<file path="config.mk">
export PLATFORM = sky130hd
export DESIGN_NAME = health_tracker
export DESIGN_NICKNAME = d
export VERILOG_FILES = /design/src/rtl/health_tracker.sv
export SDC_FILE = /design/constraint.sdc
export NUM_CORES = 1
export LEC_CHECK = 0
export CELL_PAD_IN_SITES_DETAIL_PLACEMENT = 0
export CELL_PAD_IN_SITES_GLOBAL_PLACEMENT = 1
export CORE_AREA = 2 2 86 88
export CTS_CLUSTER_SIZE = 8
export DETAILED_ROUTE_END_ITERATION = 10
export DIE_AREA = 0 0 88 90
export DONT_BUFFER_PORTS = 1
export PLACE_DENSITY_LB_ADDON = 0.05
export SYNTH_ARGS = -nofsm -noshare
export SYNTH_HDL_FRONTEND = slang
export SYNTH_SLANG_ARGS = --single-unit
export TNS_END_PERCENT = 20
</file>
<file path="constraint.sdc">
create_clock -name clk -period 3.3 [get_ports clk]
set_input_delay 0.66 -clock clk [delete_from_list [all_inputs] [get_ports clk]]
set_output_delay 0.66 -clock clk [all_outputs]
set_load 0.1 [all_outputs]
</file>
<file path="src/rtl/health_tracker.sv">
// health_tracker: per-player health/block meters driven by entry into
// hitstun/blockstun, with block regeneration, sticky knockout flags,
// round-over freeze and a synchronous round restart.
// Optional feature macro: GUARD_BREAK_EN (blockstun entry on an empty block
// meter costs one health point when defined; no effect when undefined).
module health_tracker #(
    parameter int NUM_PLAYERS  = 2,
    parameter int STATE_W      = 4,
    parameter int HEALTH_MAX   = 3,
    parameter int BLOCK_MAX    = 3,
    parameter int S_HITSTUN    = 9,
    parameter int S_BLOCKSTUN  = 10,
    parameter int REGEN_CYCLES = 60,
    parameter int MW           = 8
) (
    input  logic                           clk,
    input  logic                           rst,
    input  logic [NUM_PLAYERS*STATE_W-1:0] player_state,
    input  logic                           round_start,
    output logic [NUM_PLAYERS*MW-1:0]      health,
    output logic [NUM_PLAYERS*MW-1:0]      block,
    output logic [NUM_PLAYERS-1:0]         ko,
    output logic                           round_over
);

    // Timer only needs to count up to REGEN_CYCLES-1.
    localparam int TW = (REGEN_CYCLES > 1) ? $clog2(REGEN_CYCLES) : 1;

    localparam logic [MW-1:0]      HMAX      = MW'(HEALTH_MAX);
    localparam logic [MW-1:0]      BMAX      = MW'(BLOCK_MAX);
    localparam logic [MW-1:0]      M_ZERO    = {MW{1'b0}};
    localparam logic [MW-1:0]      M_ONE     = MW'(1);
    localparam logic [TW-1:0]      T_ZERO    = {TW{1'b0}};
    localparam logic [TW-1:0]      T_ONE     = TW'(1);
    localparam logic [TW-1:0]      T_LAST    = TW'(REGEN_CYCLES - 1);
    localparam logic [STATE_W-1:0] ST_HIT    = STATE_W'(S_HITSTUN);
    localparam logic [STATE_W-1:0] ST_BLK    = STATE_W'(S_BLOCKSTUN);

    logic [NUM_PLAYERS*STATE_W-1:0] prev_r;
    logic [NUM_PLAYERS*MW-1:0]      health_r;
    logic [NUM_PLAYERS*MW-1:0]      block_r;
    logic [NUM_PLAYERS*TW-1:0]      timer_r;
    logic [NUM_PLAYERS-1:0]         ko_r;
    logic                           round_over_r;

    logic [NUM_PLAYERS*MW-1:0]      health_nxt_s;
    logic [NUM_PLAYERS*MW-1:0]      block_nxt_s;
    logic [NUM_PLAYERS*TW-1:0]      timer_nxt_s;
    logic [NUM_PLAYERS-1:0]         ko_nxt_s;

    genvar g;
    generate
        for (g = 0; g < NUM_PLAYERS; g = g + 1) begin : g_player
            logic [STATE_W-1:0] cur_s;
            logic [STATE_W-1:0] prev_s;
            logic [MW-1:0]      hp_s;
            logic [MW-1:0]      bk_s;
            logic [TW-1:0]      tm_s;
            logic               hit_s;
            logic               blk_s;
            logic               guard_s;
            logic               dec_s;
            logic [MW-1:0]      hp_nxt_s;
            logic [MW-1:0]      bk_nxt_s;
            logic [TW-1:0]      tm_nxt_s;

            assign cur_s  = player_state[g*STATE_W +: STATE_W];
            assign prev_s = prev_r[g*STATE_W +: STATE_W];
            assign hp_s   = health_r[g*MW +: MW];
            assign bk_s   = block_r[g*MW +: MW];
            assign tm_s   = timer_r[g*TW +: TW];

            // Entry edges: stun state now, different state on the previous edge.
            assign hit_s = (cur_s == ST_HIT) && (prev_s != ST_HIT);
            assign blk_s = (cur_s == ST_BLK) && (prev_s != ST_BLK);

`ifdef GUARD_BREAK_EN
            // Blocking with an empty meter breaks the guard and costs health.
            assign guard_s = blk_s && (bk_s == M_ZERO);
`else
            assign guard_s = 1'b0;
`endif

            assign dec_s = hit_s | guard_s;

            // Health next value: saturating decrement on hit or guard break.
            always_comb begin
                hp_nxt_s = hp_s;
                if (dec_s && (hp_s != M_ZERO)) begin
                    hp_nxt_s = hp_s - M_ONE;
                end else begin
                    hp_nxt_s = hp_s;
                end
            end

            // Block meter and regen timer next values.
            always_comb begin
                bk_nxt_s = bk_s;
                tm_nxt_s = tm_s;
                if (blk_s) begin
                    tm_nxt_s = T_ZERO;
                    if (bk_s != M_ZERO) begin
                        bk_nxt_s = bk_s - M_ONE;
                    end else begin
                        bk_nxt_s = bk_s;
                    end
                end else if ((cur_s == ST_BLK) || (bk_s >= BMAX)) begin
                    tm_nxt_s = T_ZERO;
                    bk_nxt_s = bk_s;
                end else if (tm_s == T_LAST) begin
                    tm_nxt_s = T_ZERO;
                    bk_nxt_s = bk_s + M_ONE;
                end else begin
                    tm_nxt_s = tm_s + T_ONE;
                    bk_nxt_s = bk_s;
                end
            end

            assign health_nxt_s[g*MW +: MW] = hp_nxt_s;
            assign block_nxt_s[g*MW +: MW]  = bk_nxt_s;
            assign timer_nxt_s[g*TW +: TW]  = tm_nxt_s;
            assign ko_nxt_s[g]              = ko_r[g] | (hp_nxt_s == M_ZERO);
        end
    endgenerate

    // State register: reset, round restart, freeze, or normal update.
    always_ff @(posedge clk or posedge rst) begin
        if (rst) begin
            prev_r       <= {(NUM_PLAYERS*STATE_W){1'b0}};
            health_r     <= {NUM_PLAYERS{HMAX}};
            block_r      <= {NUM_PLAYERS{BMAX}};
            timer_r      <= {(NUM_PLAYERS*TW){1'b0}};
            ko_r         <= {NUM_PLAYERS{1'b0}};
            round_over_r <= 1'b0;
        end else if (round_start) begin
            // Held stun across the restart must not count as a fresh entry.
            prev_r       <= player_state;
            health_r     <= {NUM_PLAYERS{HMAX}};
            block_r      <= {NUM_PLAYERS{BMAX}};
            timer_r      <= {(NUM_PLAYERS*TW){1'b0}};
            ko_r         <= {NUM_PLAYERS{1'b0}};
            round_over_r <= 1'b0;
        end else if (round_over_r) begin
            // Frozen: meters hold, entry tracking continues.
            prev_r       <= player_state;
            health_r     <= health_r;
            block_r      <= block_r;
            timer_r      <= timer_r;
            ko_r         <= ko_r;
            round_over_r <= round_over_r;
        end else begin
            prev_r       <= player_state;
            health_r     <= health_nxt_s;
            block_r      <= block_nxt_s;
            timer_r      <= timer_nxt_s;
            ko_r         <= ko_nxt_s;
            round_over_r <= |ko_nxt_s;
        end
    end

    assign health     = health_r;
    assign block      = block_r;
    assign ko         = ko_r;
    assign round_over = round_over_r;

endmodule

</file>
After elaboration in Yosys (flattened, before gate mapping):

Index checks and enable logic that the tools add are counted.

* logic and storage cells: 79
* bits in registers: 55
* input port bits: 11

* eq/ne operators: 15
* add/sub/neg operators: 8
* reductions and logical operators: 19
* bitwise operators: 2
* order comparisons: 2
* multiplexer cells: 26

Operator list (count)
* $mux 8: 10
* $mux 16: 4
* $mux 6: 6
* $reduce_bool 8->1: 4
* $sub 8x1->8 const B: 4
* $mux 12: 2
* $add 8x1->8 const B: 2
* $eq 4x4->1 const B: 4
* $ge 8x2->1 const B: 2
* $logic_not 8->1: 2
* $ne 4x4->1 const B: 4
* $add 6x1->6 const B: 2
* $eq 6x6->1 const B: 2
* $reduce_and 4->1: 2
* $logic_and 1x1->1: 6
* $ne 3x2->1 const B: 2
* $ne 3x3->1 const B: 2
* $reduce_bool 3->1: 2
* $mux 2: 2
* $logic_or 1x1->1: 2
* $mux 1: 2
* $ne 2x2->1 const B: 1
* $or 1x1->1: 2
* $reduce_or 2->1: 1

Depth between registers and ports, before layout:

Gate-level depths: netlist of the first run.

* depth after elaboration: 9
* depth in mapped cells: 10

Worst setup path after synthesis of the first run:

No wires, ideal clock.

* kind: input -> register
* start point: input player_state[6]
* end point: register block_r[14] (netlist: block[14])
* path buffers: 0
* setup slack: 457 ps
* library setup time: 123 ps
* cell stages on the path: 9
* arrival: 2720 ps
* cell sequence: nand4bb_1 nor2_1 ha_1 nor2b_1 o21ai_0 a21boi_0 o21a_1 or3_1 a32o_1

* longest elaborated chain between the ends: 5

RTL lines
* start: declaration: RTL line 18 `input logic [NUM_PLAYERS*STATE_W-1:0] player_state,`
* $eq 4x4->1 *: RTL line 75, 107
* $logic_and 1x1->1: RTL line 75 `assign blk_s = (cur_s == ST_BLK) && (prev_s != ST_BLK);`
* $mux 8: RTL line 100 `if (blk_s) begin`
* $mux 16: RTL line 143 `end else if (round_over_r) begin`
* $mux 16: RTL line 135 `end else if (round_start) begin`
* end signal: assignment: RTL line 139 `block_r <= {NUM_PLAYERS{BMAX}};`
* end signal: assignment: RTL line 147 `block_r <= block_r;`
* end signal: assignment: RTL line 154 `block_r <= block_nxt_s;`
* end: declaration: RTL line 41 `logic [NUM_PLAYERS*MW-1:0] block_r;`

Mark *: on every way between the ends. The rest lies on a longest branch, timed or not. The select of a mux whose other input is x is not followed.
A chain may end at the register's enable or synchronous reset.

Worst setup path after layout of the first run:

* start point: input player_state[2]
* end point: register block_r[6] (netlist: block[6])

The elaborated chain is that of the path after synthesis.

==> results of run 1 <==
==> final cells by class <==
type,instances,area [um2],share of cell area [%]
tap,99,124,3.26
timing repair buffer,35,263,6.91
clock inverter,1,30.0,0.789
sequential,55,1390,36.5
inverter,18,67.6,1.78
multi-input combinational,270,1860,48.8
clock buffer,7,76.3,2.01
==> sequential cells by signal, summed over array words and instances (netlist names) <==
register and cells:
health 16, round_over 1, ko 2, prev_r 8, block 16, timer_r 12
==> cells in the mapped netlist (all sizes together), types with 4 or more instances <==
library cell  instances  area (um2)
a22o                  8        70.1
nor3                 17        90.1
ha                   18         225
dfrtp                47        1180
xor2                  9        78.8
a21o                  5        37.5
nand2b                7        43.8
nand4bb               4        45.0
nor2b                 5        31.3
a21oi                10        50.1
dfstp                 8         210
nand2                25        93.8
nand4                 9        56.3
xnor2                13         114
nor2                 46         173
nor3b                 6        45.0
nor4                  5        67.6
mux2i                 4        40.0
clkbuf                7        26.3
nand3                10        50.1
o31ai                 7        52.6
inv                  18        67.6
o21ai                19        95.1
==> stage by stage <==
| step | cells | hold slack (ns) | util (%) |
|---|---|---|---|
| after floorplan | 353 | 0.450 | - |
| after CTS | 485 | 0.250 | 54.2 |
| final | 485 | 0.232 | 54.2 |
| after global placement | 477 | 0.468 | 52.7 |
| after detailed placement | 477 | 0.480 | 52.7 |
| after global routing | 485 | 0.263 | 54.2 |
==> logic make-up (layout without fill, tap and decap cells) <==
family / after synthesis / in the layout / synth area share [%]
compound gates: 70 / 70 / 14.9
xor+xnor: 22 / 22 / 5.75
fa+ha+maj: 20 / 20 / 7.92
buf+inv: 28 / 61 / 3.21
flops: 55 / 55 / 41.4
mux: 4 / 4 / 1.20
simple gates: 154 / 154 / 25.7
==> power groups by stage <==
| stage | Clock, mW | Combinational [mW] | Sequential, mW |
|---|---|---|---|
| final | 0.449 | 0.133 | 0.702 |
| after global routing | 0.495 | 0.147 | 0.704 |
| after CTS | 0.463 | 0.135 | 0.702 |
| after detailed placement | 0 | 0.135 | 0.715 |
| after global placement | 0 | 0.134 | 0.715 |
| after floorplan | 0 | 0.0754 | 0.749 |
==> per-layer routing <==
metal,track usage [%],part of all wire (%),vias up,wire length (um)
met2,32.8,47,61,3500
met5,0,0,-,0
met3,3.95,4.9,9,361
met1,26.9,46,1287,3440
met4,4.62,1.3,0,93
li1,-,-,1335,-
==> critical path, stage by stage <==
cell	delay (ns)
nand4bb_1	0.24
nor2_1	0.38
ha_1	0.35
nor2b_1	0.15
o21ai_0	0.23
a21boi_0	0.17
o21a_1	0.21
or3_1	0.30
a32o_1	0.25
==> final timing paths <==
kind,to,start,depth (start not counted)
worst max register to register,block[6],prev_r[3],9
min in group clk,prev_r[7],player_state[7],0
worst min register to register,timer_r[11],timer_r[11],1
worst min-delay path,prev_r[7],rst,1
worst max-delay path,block[6],player_state[2],9
max in group asynchronous,health[9],rst,2
==> metrics.cfg, run 1 <==
[outcome]
outcome=complete, no violations

[power_and_ir_drop]
p_seq_share_pct=54.7
comb_power_share_pct=10.4
switching_power_uw=328
swShare_pct=25.6
powerDensity_nw_per_um2=338
ir_worst_vdd_mv=0.163
leakage_nw=1.72
p_clk_share_pct=35.0
p_total_mw=1.28
internal-power_uw=956

[clock_network]
cts_sinks=55
cts_setup_buffers=0
clk_pin_slew_ns=0.10
clock_latency_ns=0.31
cts-buffers-inserted=5
cts_tree=done
ctsHoldBuffers=0
htreeDepth=2
clockBufferDepth=2
cts_resized=0
cts-root-buf=clkbuf_8

[timing]
final.min_clock_period_ns=2.73
fin_ws_ns=0.573
fmax_mhz=367
slew_viol_final=0
slew_headroom_pct=36.3
tightest_slew_ns=0.955
clock_skew_ns=0.00640
rsz0062_at_grt=false
setup_total_negative_slack_ns=0
setup_viol_count_final=0
fin_crit_sh_pct=82.6
finalHoldViolations=0

[place]
place_congestion=0.858
place_ws_ns=0.273
hpwlAfterDp_mm=5.49
place_area_um2=3700
portBuffers=0

[drt]
route.detailed.drc=0
drtPass1Iterations=5
post_drt_wl_per_cell_um=15.2
drt-initial-drc-count=114
routed_via_density=5.55
dr_total_vias=2692
ant_nets=0
routed_wirelength_mm=7.39

[synthesis]
avgSynthCellArea_um2=9.49
ys_seq_area_share_pct=41.4
syn-cell-area_um2=3350
syn_inst=353
yosys_most_used_dff=dfrtp_1
synth_edf_count=0
yosys_warnings=0
ys_async_sr_fraction_pct=100
ys_ff_latch=55
synthesis.nets=384
yosys.cell_types.count=50

[layout]
nets=416
fill_cells=667
final_cell_area_um2=3800
num_antenna_cells=0
syn2layout_area_growth_pct=13.6
most-common-layout-cells=46 x nor2_1, 46 x dfrtp_1, 35 x buf_4, 25 x nand2_1, 19 x o21ai_0
drive_gt1_share_pct=15.5

[worst_setup_path]
r2r_setup_slack_ns=0.70
crit_path_end_kind=flop
cp.required_ns=3.51
crit_type=in2reg
critPathMaxFanout=6
crit_path_start_kind=input port
arrival_ns=2.93

[floorplanning]
io_pins=46
dieArea_um2=7920
core_um2=7020
die_h_um=90
num_rows=31
die_x_um=88
start_util_pct=47.7

[global_route]
overflow=0
grtUsageTotal_pct=19.9
antenna_found_initial=0
grt_max_degree=39
grt_pass1_wl_mm=12.7
grt_pass1_vias=2655

[run]
maxCapViolCount=0

[hold_path]
hold_path_class=in2async

(Power assumes the default switching activity.)
==> inputs of run 2 (changes only) <==
- clock period: 3.3 -> 2.8 ns (I/O delays scaled with it)
==> run 2 against run 1 <==
Setup slack worse by 0.28 ns. Sequential share of layout area down 0.21 points. Highest routed layer unchanged. Critical path type is now reg2reg. Cell area up 0.59%. Critical path depth unchanged. Power up 12%. Routed wire length down 0.35%. Flip-flop and latch count unchanged.
==> metrics.cfg, run 2 (synthesized netlist as in run 1, its figures left out) <==
[outcome]
outcome=complete, no violations  ; unchanged

[floorplanning]
io_pins=46  ; unchanged
core_um2=7020  ; unchanged
dieArea_um2=7920  ; unchanged
start_util_pct=47.7  ; unchanged
num_rows=31  ; unchanged
die_x_um=88  ; unchanged
die_h_um=90  ; unchanged

[timing]
fmax_mhz=399
fin_crit_sh_pct=89.5
rsz0062_at_grt=false  ; unchanged
clock_skew_ns=0.00771  ; was 0.00640 ns
finalHoldViolations=0  ; unchanged
final.min_clock_period_ns=2.51
setup_total_negative_slack_ns=0  ; unchanged
setup_viol_count_final=0  ; unchanged
slew_viol_final=0  ; unchanged
slew_headroom_pct=35.5  ; was 36.3%
holdWs_ns=0.212  ; was 0.232 ns
tightest_slew_ns=0.967  ; was 0.955 ns

[worst_setup_path]
reg2reg_depth=9  ; unchanged
arrival_ns=2.77  ; was 2.93 ns
crit_path_start_kind=flop  ; was input port
crit_start=prev_r[0]  ; was player_state[2]
crit_type=reg2reg  ; was in2reg
cp_slowest_cell=o41ai_1  ; was nor2_1
crit_path_end_kind=flop  ; unchanged
r2r_setup_slack_ns=0.29  ; was 0.70 ns
critical_path_buf_inv_count=0  ; unchanged
critPathTopFamily=compound AO/OA/AOI/OAI gates  ; was simple AND/OR/NAND/NOR gates
critPathMaxFanout=4  ; was 6
path_depth=9  ; unchanged
critPathMaxStageDelay_ns=0.49  ; was 0.38 ns
crit_chain=nor4bb_1 -> nor2_1 -> ha_1 -> a21o_1 -> a21oi_1 -> o21ai_0 -> o41ai_1 -> o21ai_0 -> nand2_1  ; was nand4bb_1 -> nor2_1 -> ha_1 -> nor2b_1 -> o21ai_0 -> a21boi_0 -> o21a_1 -> or3_1 -> a32o_1
crit_top_cell=o21ai_0
endpoint=block[7]  ; was block[6]
r2r_start=prev_r[0]  ; was prev_r[3]
cp.required_ns=3.06  ; was 3.51 ns
timing.rr.end=block[7]  ; was block[6]

[power_and_ir_drop]
leakage_nw=1.73  ; was 1.72 nW
ir_worst_vdd_mv=0.191  ; was 0.163 mV
powerDensity_nw_per_um2=376  ; was 338 nW/um2

[place]
portBuffers=0  ; unchanged
place_area_um2=3740  ; was 3700 um2
hpwlAfterDp_mm=5.60  ; was 5.49 mm
place_congestion=0.810  ; was 0.858

[run]
maxCapViolCount=0  ; unchanged

[drt]
dr_total_vias=2685  ; was 2692
ant_nets=0  ; unchanged
drtPass1Iterations=4  ; was 5
routed_via_density=5.49  ; was 5.55
route.detailed.drc=0  ; unchanged
routed_wirelength_mm=7.36  ; was 7.39 mm
post_drt_wl_per_cell_um=15.1  ; was 15.2 um
drt-initial-drc-count=104  ; was 114

[layout]
nets=420  ; was 416
final_cell_area_um2=3830  ; was 3800 um2
final_util_pct=54.5  ; was 54.2%
most-common-layout-cells=46 x nor2_1, 46 x dfrtp_1, 38 x buf_4, 25 x nand2_1, 19 x o21ai_0  ; was 46 x nor2_1, 46 x dfrtp_1, 35 x buf_4, 25 x nand2_1, 19 x o21ai_0
syn2layout_area_growth_pct=14.2  ; was 13.6%
drive_gt1_share_pct=16.7  ; was 15.5%
num_antenna_cells=0  ; unchanged

[global_route]
grt_max_degree=39  ; unchanged
grtUsageTotal_pct=20.2  ; was 19.9%
overflow=0  ; unchanged
grt_pass1_wl_mm=12.6  ; was 12.7 mm
grt_pass1_vias=2621  ; was 2655
antenna_found_initial=0  ; unchanged

[clock_network]
clockBufferDepth=2  ; unchanged
cts-root-buf=clkbuf_8  ; unchanged
cts_tree=done  ; unchanged
cts_setup_buffers=0  ; unchanged
cts-buffers-inserted=5  ; unchanged
cts_sinks=55  ; unchanged
clk_pin_slew_ns=0.10  ; about the same
htreeDepth=2  ; unchanged
cts_resized=0  ; unchanged
clock_latency_ns=0.31  ; about the same
ctsHoldBuffers=0  ; unchanged

[hold_path]
hold_path_class=in2async  ; unchanged

-- run 2: cell count changes in the layout (fill, tap and decap cells not counted), sizes merged --
cell,before,now
buf,35,39
bufinv,1,0
clkinv,0,2
clkbuf,7,6
-- run 2: area by class of cell --
class,instances,area (um2)
sequential,55,1390
clock inverter,2,13.8
timing repair buffer,39,305
clock buffer,6,72.6
multi-input combinational,270,1860
inverter,18,67.6
tap,99,124
fill,648,3190
-- run 2: stage by stage --
step,cells,setup slack (ns),power (mW)
after global routing,489,0.0521,1.51
after global placement,481,0.118,1.01
after floorplan,353,0.0571,0.972
after detailed placement,481,0.0594,1.01
final,489,0.293,1.44
after CTS,489,0.309,1.46
-- run 2: worst min-delay path by stage --
stage,start,endpoint,slack [ns],depth (start not counted)
finish,rst,timer_r[8],0.21,1
global route,player_state[5],prev_r[5],0.24,0
CTS,rst,timer_r[8],0.23,1
detailed placement,timer_r[11],timer_r[11],0.47,1
global placement,timer_r[11],timer_r[11],0.47,1
floorplan,timer_r[11],timer_r[11],0.45,1
-- run 2: routing by layer --
layer,up-vias,part of all wire [%],global-route usage [%]
met4,0,1.1,5.00
met5,-,0,0
li1,1350,-,-
met1,1287,46,26.5
met2,43,49,33.9
met3,5,4.1,4.04
-- run 2: worst reg2reg max path, delay by kind of cell (launching register included) --
kind | cells | cell delay, ns
flops | 1 | 0.40
fa+ha+maj | 1 | 0.29
simple gates | 3 | 0.53
compound gates | 5 | 1.25
-- run 2: power breakdown --
group | internal (mW) | switching [mW] | total [mW]
clock network | 0.178 | 0.271 | 0.449
registers | 0.810 | 0.0127 | 0.823
logic | 0.0517 | 0.115 | 0.167
total | 1.04 | 0.399 | 1.44
